**src/rtl/dmem_pkg.sv**
```systemverilog
// Shared types and helpers for the data-memory port.
// The address check is also used by the core's M stage.
package dmem_pkg;

  localparam int unsigned DMEM_DEPTH = 32;
  localparam int unsigned DMEM_LANES = 4;

  typedef struct packed {
    logic [31:0] rdata;
    logic        err;
    logic        write;
  } dmem_rsp_t;

  // Widened compare so a large DEPTH cannot wrap the byte limit.
  function automatic logic dmem_addr_err(
    input logic [31:0] addr,
    input int unsigned depth
  );
    logic [33:0] lim;
    lim = 34'(depth) << 2;
    return (addr[1:0] != 2'b00) || ({2'b00, addr} >= lim);
  endfunction

endpackage

```
**src/rtl/dmem_rsp_fifo.sv**
```systemverilog
// Small in-order buffer of responses waiting for the initiator.
// Storage is not reset; only the pointers and count are.
module dmem_rsp_fifo
  import dmem_pkg::*;
#(
  parameter int N = 2
) (
  input  logic      clk,
  input  logic      reset,
  input  logic      push,
  input  dmem_rsp_t push_data,
  input  logic      pop,
  output dmem_rsp_t pop_data,
  output logic      full,
  output logic      empty
);

  localparam int PW = (N > 1) ? $clog2(N) : 1;
  localparam int CW = $clog2(N + 1);

  dmem_rsp_t     mem_q [N];
  logic [PW-1:0] wr_q, wr_d;
  logic [PW-1:0] rd_q, rd_d;
  logic [CW-1:0] cnt_q, cnt_d;
  logic          do_push;
  logic          do_pop;

  assign full     = (cnt_q == CW'(N));
  assign empty    = (cnt_q == '0);
  assign pop_data = mem_q[rd_q];

  assign do_pop  = pop && !empty;
  assign do_push = push && (!full || do_pop);

  always_comb begin
    wr_d  = wr_q;
    rd_d  = rd_q;
    cnt_d = cnt_q;
    if (do_push) begin
      wr_d = (wr_q == PW'(N - 1)) ? '0 : wr_q + PW'(1);
    end
    if (do_pop) begin
      rd_d = (rd_q == PW'(N - 1)) ? '0 : rd_q + PW'(1);
    end
    case ({do_push, do_pop})
      2'b10:   cnt_d = cnt_q + CW'(1);
      2'b01:   cnt_d = cnt_q - CW'(1);
      default: cnt_d = cnt_q;
    endcase
  end

  always_ff @(posedge clk or posedge reset) begin
    if (reset) begin
      wr_q  <= '0;
      rd_q  <= '0;
      cnt_q <= '0;
    end else begin
      wr_q  <= wr_d;
      rd_q  <= rd_d;
      cnt_q <= cnt_d;
    end
  end

  always_ff @(posedge clk) begin
    if (do_push) begin
      mem_q[wr_q] <= push_data;
    end
  end

endmodule

```
**src/rtl/dmem_responder.sv**
```systemverilog
// Data-memory responder: byte-lane word array, fixed latency,
// in-order responses with an address error flag.
module dmem_responder
  import dmem_pkg::*;
#(
  parameter int DEPTH   = DMEM_DEPTH,
  parameter int LATENCY = 1,
  parameter int MAX_OUT = LATENCY + 1
) (
  input  logic        clk,
  input  logic        reset,
  input  logic        req_valid,
  output logic        req_ready,
  input  logic        req_we,
  input  logic [31:0] req_addr,
  input  logic [31:0] req_wdata,
  input  logic [3:0]  req_be,
  output logic        rsp_valid,
  input  logic        rsp_ready,
  output logic [31:0] rsp_rdata,
  output logic        rsp_err,
  output logic        rsp_write
);

  localparam int AW = $clog2(DEPTH);
  localparam int CW = $clog2(MAX_OUT + 1);

  logic [31:0]   mem_q [DEPTH];
  logic [CW-1:0] cnt_q, cnt_d;
  logic [AW-1:0] idx;
  logic          acc_err;
  logic          accept;
  logic          pop;
  logic          push;
  logic          fifo_full;
  logic          fifo_empty;
  dmem_rsp_t     ent;
  dmem_rsp_t     push_data;
  dmem_rsp_t     head;

  assign idx     = req_addr[AW+1:2];
  assign acc_err = dmem_addr_err(req_addr, DEPTH);

  assign req_ready = !reset
                  && (cnt_q < CW'(MAX_OUT))
                  && !fifo_full;
  assign accept    = req_valid && req_ready;
  assign pop       = rsp_valid && rsp_ready;

  // Load data is captured before this edge's store lands.
  always_comb begin
    ent       = '0;
    ent.write = req_we;
    ent.err   = acc_err;
    if (!req_we && !acc_err) begin
      ent.rdata = mem_q[idx];
    end
  end

  always_ff @(posedge clk) begin
    if (accept && req_we && !acc_err) begin
      for (int i = 0; i < DMEM_LANES; i++) begin
        if (req_be[i]) begin
          mem_q[idx][8*i +: 8] <= req_wdata[8*i +: 8];
        end
      end
    end
  end

  always_comb begin
    cnt_d = cnt_q;
    case ({accept, pop})
      2'b10:   cnt_d = cnt_q + CW'(1);
      2'b01:   cnt_d = cnt_q - CW'(1);
      default: cnt_d = cnt_q;
    endcase
  end

  always_ff @(posedge clk or posedge reset) begin
    if (reset) begin
      cnt_q <= '0;
    end else begin
      cnt_q <= cnt_d;
    end
  end

  generate
    if (LATENCY == 1) begin : g_direct
      assign push      = accept;
      assign push_data = ent;
    end else begin : g_pipe
      logic [LATENCY-2:0] vld_q, vld_d;
      dmem_rsp_t          dat_q [LATENCY-1];
      dmem_rsp_t          dat_d [LATENCY-1];

      always_comb begin
        vld_d[0] = accept;
        dat_d[0] = ent;
        for (int i = 1; i < LATENCY - 1; i++) begin
          vld_d[i] = vld_q[i-1];
          dat_d[i] = dat_q[i-1];
        end
      end

      always_ff @(posedge clk or posedge reset) begin
        if (reset) begin
          vld_q <= '0;
          for (int i = 0; i < LATENCY - 1; i++) begin
            dat_q[i] <= '0;
          end
        end else begin
          vld_q <= vld_d;
          for (int i = 0; i < LATENCY - 1; i++) begin
            dat_q[i] <= dat_d[i];
          end
        end
      end

      assign push      = vld_q[LATENCY-2];
      assign push_data = dat_q[LATENCY-2];
    end
  endgenerate

  dmem_rsp_fifo #(
    .N (MAX_OUT)
  ) u_fifo (
    .clk       (clk),
    .reset     (reset),
    .push      (push),
    .push_data (push_data),
    .pop       (pop),
    .pop_data  (head),
    .full      (fifo_full),
    .empty     (fifo_empty)
  );

  assign rsp_valid = !fifo_empty;
  assign rsp_rdata = rsp_valid ? head.rdata : '0;
  assign rsp_err   = rsp_valid && head.err;
  assign rsp_write = rsp_valid && head.write;

endmodule

```
**config.mk**
```make
export PLATFORM = sky130hd
export DESIGN_NAME = dmem_responder
export DESIGN_NICKNAME = d
export VERILOG_FILES = /design/src/rtl/dmem_pkg.sv /design/src/rtl/dmem_rsp_fifo.sv /design/src/rtl/dmem_responder.sv
export SDC_FILE = /design/constraint.sdc
export NUM_CORES = 1
export LEC_CHECK = 0
export CORE_ASPECT_RATIO = 0.75
export CORE_MARGIN = 2
export CORE_UTILIZATION = 35
export DETAILED_ROUTE_END_ITERATION = 10
export GPL_ROUTABILITY_DRIVEN = 0
export HOLD_SLACK_MARGIN = 0.03
export SLEW_MARGIN = 25
export SYNTH_ARGS = -nofsm -noshare
export SYNTH_HDL_FRONTEND = slang
export SYNTH_SLANG_ARGS = --single-unit
```
**constraint.sdc**
```tcl
create_clock -name clk -period 7.3 [get_ports clk]
set_input_delay 1.46 -clock clk [delete_from_list [all_inputs] [get_ports clk]]
set_output_delay 1.46 -clock clk [all_outputs]
set_load 0.02 [all_outputs]
```
==> results of run 1 <==
## power groups by stage
stage | combinational [mW] | sequential (mW) | clock (mW)
after global placement | 1.26 | 7.14 | 0
after detailed placement | 1.27 | 7.14 | 0
final | 1.25 | 7.00 | 5.40
after floorplan | 0.649 | 7.13 | 0
after CTS | 1.28 | 7.00 | 5.47
after global routing | 1.33 | 7.00 | 5.71
## worst paths after layout
kind | end | slack, ps | cells after the start
setup / recovery | rsp_rdata[11] | 2750 | 4
hold / removal | cnt_q[1]$_DFFE_PP0P_ | 480 | 1
setup reg to reg | mem_q[11][18]$_DFFE_PP_ | 4810 | 5
hold reg to reg | cnt_q[1]$_DFFE_PP0P_ | 480 | 1
max in group asynchronous | u_fifo.rd_q$_DFFE_PP0P_ | 6060 | 2
min in group asynchronous | u_fifo.cnt_q[0]$_DFFE_PP0P_ | 1030 | 2
## state kept, by name (all words and copies together), names as in the netlist
name and count:
cnt_q 2, mem_q 1024, u_fifo.cnt_q 2, u_fifo.mem_q 68, u_fifo.rd_q 1, u_fifo.wr_q 1
## area by class of cell
cell class	instances	share of cell area [%]
Sequential cell	1098	67.7
Multi-Input combinational cell	823	17.9
Clock buffer	120	5.56
Tap cell	1624	4.18
Timing Repair Buffer	167	3.25
Clock inverter	66	1.35
Inverter	3	0.0232
Antenna cell	3	0.0154
## Yosys cell counts (all sizes together), types with 2 or more instances
cell and n:
clkbuf 45, buf 81, o221ai 16, and2 2, nand4 4, nor3 3
nand3 17, nor3b 3, nor4 37, dfrtp 6, ha 2, nand2 49
nor2b 2, nor2 173, a22oi 54, xnor2 6, mux2i 148, xor2 2
inv 3, and4b 2, and4 2, mux4 199, edfxtp 1092, o22ai 52
o22a 31, nand3b 4, or3b 2, a22o 2, and3 3
## per-layer routing
metal / track usage [%] / vias up / routed length (um)
met3: 6.16 / 136 / 10800
met5: 0.468 / - / 84
met1: 23.8 / 10937 / 45500
met4: 4.25 / 2 / 2480
met2: 25.6 / 844 / 48400
li1: - / 8787 / -
## worst reg2reg max path: stages, from the launching register on
cell,delay [ps]
sky130_fd_sc_hd__dfrtp_1,410
sky130_fd_sc_hd__inv_1,120
sky130_fd_sc_hd__o2111a_1,280
sky130_fd_sc_hd__nand4_1,110
sky130_fd_sc_hd__buf_4,270
sky130_fd_sc_hd__nor2_1,920
## layout by cell type, fill, tap and decap left out, drive strengths merged, types with 17 or more instances in the layout
cell type	n
nand3	17
mux4	199
buf	61
clkdlybuf4s50	106
mux2i	148
clkbuf	120
o22a	31
nor4	37
nor2	173
clkinv	48
o22ai	52
a22oi	54
edfxtp	1092
nand2	49
## per-stage QoR
stage / utilization, % / hold WS [ps] / setup WS, ps / instances
after floorplan: - / 442 / 3420 / 2050
after global placement: 37.7 / 467 / 2710 / 3712
after detailed placement: 37.7 / 481 / 2610 / 3714
after CTS: 40.5 / 493 / 2790 / 3900
after global routing: 40.5 / 515 / 2690 / 3901
final: 40.5 / 485 / 2750 / 3904
## kinds of logic after synthesis
family          Yosys count  share of synthesized area (%)
mux                     347                           14.1
xor+xnor                  8                          0.165
fa+ha+maj                 2                         0.0591
simple gates            306                           3.31
flops                  1098                           77.8
compound gates          160                           2.83
buf+inv                 129                           1.80
==> parameters.txt, run 1 <==
Parameter                              Value

Synth
  Largest cells by area after synthesis ... sky130_fd_sc_hd__edfxtp_1 (77%), sky130_fd_sc_hd__mux4_2 (11%), sky130_fd_sc_hd__mux2i_1 (3.5%)
  Syn Area/Cell ... around 21 um^2
  FF+latch count, synth ... 1098
  Distinct cells, synth ... 45
  EDFF count, synth ... around 1100
  Net count of the mapped netlist ... roughly 2100
  Fraction of registers with async set or reset after synthesis ... less than 1%
  Biggest area consumer among synthesized cells ... sky130_fd_sc_hd__edfxtp_1
  Most instantiated flip-flop cell in the synthesis netlist ... sky130_fd_sc_hd__edfxtp_1
  Synth top area share ... 77.4%
  Count of mapped cells out of synthesis ... just over 2000
  Sequential area share after synthesis ... between 70% and 80%
  Yosys Warn Count ... 0
  Mapped cell area ... around 0.042 mm^2

Worst setup path
  Count of buffering cells on the critical path with inverters included ... 2
  Crit path capture type ... output port
  Type of element launching the critical path ... register
  Critical path's top delay family ... buffers and inverters
  Largest stage delay on the critical path ... 660 ps
  Worst-path cell with the longest stage delay ... sky130_fd_sc_hd__mux2i_1
  Crit-path max FO ... 35
  CP arrival ... around 3000 ps
  Worst reg2reg startpoint ... u_fifo.cnt_q[1]$_DFFE_PP0P_
  Data required time of the critical path ... 5840 ps
  Class of the most critical setup path ... reg -> out
  Worst-path cell chain ... buf_4, mux2i_1, nor2_1, clkdlybuf4s50_1
  Critical path launch point ... u_fifo.rd_q$_DFFE_PP0P_

Placed design
  Total placed instance area ... between 0.04 and 0.05 mm^2
  Hpwl dp ... roughly 68000 um
  IO buf count ... 108

Clock tree
  Clock root cell ... sky130_fd_sc_hd__clkbuf_16
  Post-CTS setup buffers ... 0
  Inserted Clock Buffers ... between 100 and 150
  Clock slew seen by the registers of the worst setup and hold paths ... ~60 ps
  Worst-skew pair later-pin latency ... between 600 and 700 ps
  Clock tree buffer depth ... 3
  CTS Hold Buffers Added ... 0
  TritonCTS clock tree ... yes
  Level count of the clock H-tree ... 3
  Number of sinks handled by clock tree synthesis ... roughly 1100
  Number of gates resized after cts ... 0

Power and ir drop
  Clock group share of total power ... roughly two fifths
  Switching share of total power ... 22.7%
  Reported leakage power ... roughly 15 nW
  Cell internal power dissipation ... 10.6 mW
  Total power per unit cell area ... roughly 280 mW/mm^2
  Combinational share of power ... under 10%
  Total power after layout ... approximately 14 mW
  Psw ... between 3 and 4 mW
  VDD IR-drop max ... around 0.25 mV
  Reg power frac ... 51.3%

Layout
  Final design instance area without fill ... just under 0.05 mm^2
  Fraction of final layout cells sized beyond drive strength 1 ... between 10% and 20%
  Fill cell total of the finished layout ... about 11000
  Post-layout net count ... between 2000 and 2500
  Combined area of the multi-input logic cells ... between 0.008 and 0.009 mm^2
  Layout overhead on the synthesized area ... 14.8%
  Area occupied by registers ... about 0.033 mm^2

STA
  Hold Vio Cnt, Final ... 0
  Final period demand of the worst path ... ~4500 ps
  Final clock period utilization by the worst path ... between 60% and 70%
  RSZ-0062 raised after global routing ... no
  Final sum of negative setup slack ... 0 ps
  Final setup vio count ... 0
  Worst-case headroom to the max-slew limit ... slightly below 30%
  Achievable Freq ... 220 MHz
  Transition time at the pin with the least slew margin ... about 1100 ps
  Worst clock skew ... around 24 ps
  Number of pins exceeding their max-slew limit in the final report ... 0

Floorplan
  Total Die Area ... around 0.12 mm^2
  Ports ... between 100 and 150
  Core Box Area ... ~0.12 mm^2
  Width of the die ... ~410 um
  Die Y-Extent ... roughly 310 um
  Site Rows ... 110
  Starting density of the core ... about a third

Detailed routing
  Violation count after the first detailed-route iteration ... around 2500
  Final antenna-violating net count ... 0
  Iteration count of the initial detailed-routing pass ... 8
  Total DRC errors in the routed layout ... 0
  Detailed-route wire length ... ~110000 um
  Wire length per cell after detailed routing ... ~27 um
  Vias/cell ... between 5 and 6
  Vias ... ~21000

GRT
  Total routing resource utilization after global routing ... approximately 17%
  Antenna violations before repair ... 1
  Remaining global-route overflow ... 0
  Pin count of the biggest net entering global routing ... 161
  Vias in the first global route ... 21079
  Global-route wire length before repair ... roughly 150000 um

Run
  Max Cap Violations ... 0

Min path
  Class of the tightest hold or removal check ... reg -> reg
  Worst hold path startpoint ... cnt_q[1]$_DFFE_PP0P_

Outcome
  Status ... complete, no violations
Power figures use the tool's default switching activity.
==> run 2: changes to the inputs <==
==> constraint.sdc (replaced) <==
create_clock -name clk -period 4 [get_ports clk]
set_input_delay 0.8 -clock clk [delete_from_list [all_inputs] [get_ports clk]]
set_output_delay 0.8 -clock clk [all_outputs]
set_load 0.02 [all_outputs]
==> parameters.txt, run 2 (synthesis results as in run 1) <==
Parameter                              Value

Outcome
  Status ... complete, no violations

Detailed routing
  Iteration count of the initial detailed-routing pass ... 6
  Vias ... between 20000 and 25000
  Final antenna-violating net count ... 0
  Violation count after the first detailed-route iteration ... 3038
  Wire length per cell after detailed routing ... 26.8 um
  Detailed-route wire length ... 109000 um
  Vias/cell ... 5.33
  Total DRC errors in the routed layout ... 0

Clock tree
  Level count of the clock H-tree ... 3
  Inserted Clock Buffers ... around 100
  Post-CTS setup buffers ... 0
  CTS Hold Buffers Added ... 0
  Clock slew seen by the registers of the worst setup and hold paths ... about 60 ps
  Number of sinks handled by clock tree synthesis ... between 1000 and 1500
  Number of gates resized after cts ... 0
  Clock root cell ... sky130_fd_sc_hd__clkbuf_16
  TritonCTS clock tree ... yes
  Worst-skew pair later-pin latency ... 690 ps
  Clock tree buffer depth ... 3

STA
  Number of pins exceeding their max-slew limit in the final report ... 0
  Final sum of negative setup slack ... 0 ps
  Crit path setup slack, layout ... 313 ps
  Worst-case headroom to the max-slew limit ... 29.2%
  Transition time at the pin with the least slew margin ... approximately 1100 ps
  Final clock period utilization by the worst path ... 92.2%
  Hold Vio Cnt, Final ... 0
  Final setup vio count ... 0
  Achievable Freq ... roughly 270 MHz
  Worst clock skew ... between 20 and 25 ps
  RSZ-0062 raised after global routing ... no
  Final hold slack ... 367 ps
  Final period demand of the worst path ... 3690 ps

Worst setup path
  Capture instance of the worst register-to-register path ... mem_q[3][5]$_DFFE_PP_
  Crit path capture type ... output port
  Worst-path cell chain ... buf_12, mux2i_1, nor2_1, clkdlybuf4s50_1
  Crit-path max FO ... 18
  Worst Reg-to-Reg Cells ... 6
  Count of buffering cells on the critical path with inverters included ... 2
  Type of element launching the critical path ... register
  Data required time of the critical path ... ~3200 ps
  Setup slack, reg-to-reg ... ~1700 ps
  Largest stage delay on the critical path ... roughly 830 ps
  Class of the most critical setup path ... reg -> out
  Critical path's top delay family ... buffers and inverters
  CP arrival ... 2890 ps
  Worst reg2reg startpoint ... cnt_q[1]$_DFFE_PP0P_
  Worst-path cell with the longest stage delay ... sky130_fd_sc_hd__dfrtp_2

Layout
  Most frequent standard cell in the layout excluding fill and tap cells ... sky130_fd_sc_hd__edfxtp_1
  Fraction of final layout cells sized beyond drive strength 1 ... between 20% and 30%
  Largest registers ranked by flip-flop count ... mem_q: 1024 flops, u_fifo.mem_q: 68 flops
  Register with the most flip-flops ... mem_q
  Max FFs per register ... a little over 1000
  Post-layout net count ... 2425
  Fill cell total of the finished layout ... roughly 11000
  Post-layout instance count excluding filler cells ... between 4000 and 5000
  Area occupied by registers ... 0.0329 mm^2
  Layout overhead on the synthesized area ... 17.5%
  Commonest non-fill, non-tap cells in the layout ... sky130_fd_sc_hd__edfxtp_1 (1092), sky130_fd_sc_hd__buf_4 (204), sky130_fd_sc_hd__mux4_2 (199), sky130_fd_sc_hd__nor2_1 (171), sky130_fd_sc_hd__mux2i_1 (148)
  Final design instance area without fill ... approximately 0.05 mm^2
  Combined area of the multi-input logic cells ... ~0.0087 mm^2

Floorplan
  Site Rows ... 110
  Total Die Area ... 0.124 mm^2
  Core Box Area ... around 0.12 mm^2
  Starting density of the core ... 35.3%
  Ports ... around 110
  Die Y-Extent ... 305 um
  Width of the die ... between 400 and 500 um

Placed design
  Hpwl dp ... a little over 70000 um
  IO buf count ... 108
  Total placed cells including tap cells ... a little under 4000
  Worst-case setup slack after placement ... approximately 520 ps
  Total placed instance area ... ~0.047 mm^2

GRT
  Vias in the first global route ... between 20000 and 25000
  Total routing resource utilization after global routing ... between 10% and 20%
  Antenna violations before repair ... 5
  Pin count of the biggest net entering global routing ... 85
  Global-route wire length before repair ... between 150000 and 200000 um
  Remaining global-route overflow ... 0

Power and ir drop
  Reported leakage power ... around 16 nW
  Total power per unit cell area ... around 500 mW/mm^2
  VDD IR-drop max ... 0.362 mV

Min path
  Class of the tightest hold or removal check ... in -> async

Run
  Max Cap Violations ... 0
==> run 2: cell types whose count changed in the layout (fill, tap and decap cells not counted), moves of 2 or more <==
cell and change:
sky130_fd_sc_hd__and4b_1 +2, sky130_fd_sc_hd__and4b_2 -2, sky130_fd_sc_hd__buf_12 +13, sky130_fd_sc_hd__buf_2 +3, sky130_fd_sc_hd__buf_4 +150, sky130_fd_sc_hd__buf_6 -2
sky130_fd_sc_hd__clkbuf_1 +3, sky130_fd_sc_hd__clkbuf_16 -6, sky130_fd_sc_hd__clkdlybuf4s50_1 -3, sky130_fd_sc_hd__clkinv_1 -6, sky130_fd_sc_hd__clkinv_2 -6, sky130_fd_sc_hd__clkinvlp_4 +2
==> run 2: worst max-delay path by stage <==
| stage | startpoint | cells past startpoint | slack, ps | to |
|---|---|---|---|---|
| final | u_fifo.rd_q$_DFFE_PP0P_ | 4 | 310 | rsp_rdata[2] |
| after floorplan | reset | 4 | 780 | u_fifo.mem_q[0][0]$_DFFE_PP_ |
| after CTS | u_fifo.rd_q$_DFFE_PP0P_ | 4 | 290 | rsp_rdata[2] |
| after detailed placement | req_addr[6] | 7 | 520 | u_fifo.mem_q[1][13]$_DFFE_PP_ |
| after global routing | u_fifo.rd_q$_DFFE_PP0P_ | 4 | 170 | rsp_rdata[2] |
| after global placement | req_addr[25] | 7 | 650 | mem_q[0][0]$_DFFE_PP_ |
==> run 2: worst reg2reg max path, stage by stage (launching register included) <==
cell and delay [ps]:
sky130_fd_sc_hd__dfrtp_1 380, sky130_fd_sc_hd__nor2_1 160, sky130_fd_sc_hd__o2111a_1 260, sky130_fd_sc_hd__nand4_1 120, sky130_fd_sc_hd__buf_4 260, sky130_fd_sc_hd__nor2_1 530, sky130_fd_sc_hd__buf_4 300
==> run 2: cell type report <==
type                       instances  share of cell area, %
tap                             1624                   4.08
antenna                            3                 0.0151
inverter                           3                 0.0226
clock inverter                    59                   1.32
sequential                      1098                   66.2
multi-input combinational        823                   17.5
clock buffer                     117                   5.15
timing repair buffer             326                   5.80
==> run 2: per-stage QoR <==
step | util (%) | total power [mW]
floorplan | - | 14.2
global placement | 38.8 | 15.4
detailed placement | 38.8 | 15.4
CTS | 41.5 | 24.9
global route | 41.5 | 25.4
finish | 41.5 | 24.6
==> run 2: power breakdown <==
part	internal, mW	leakage [nW]	switching [mW]
clock network	5.42	1.57	4.14
logic	0.920	4.47	1.31
registers	12.7	9.92	0.108
total	19.1	16.0	5.56
==> run 2: routing by layer <==
layer	wire, um	global-route usage, %	up-vias	share of wire, %
li1	-	-	9081	-
met5	27	0	-	0.025
met3	12400	6.00	137	11
met1	48000	26.3	11285	44
met4	1600	3.34	6	1.5
met2	46600	24.5	1092	43
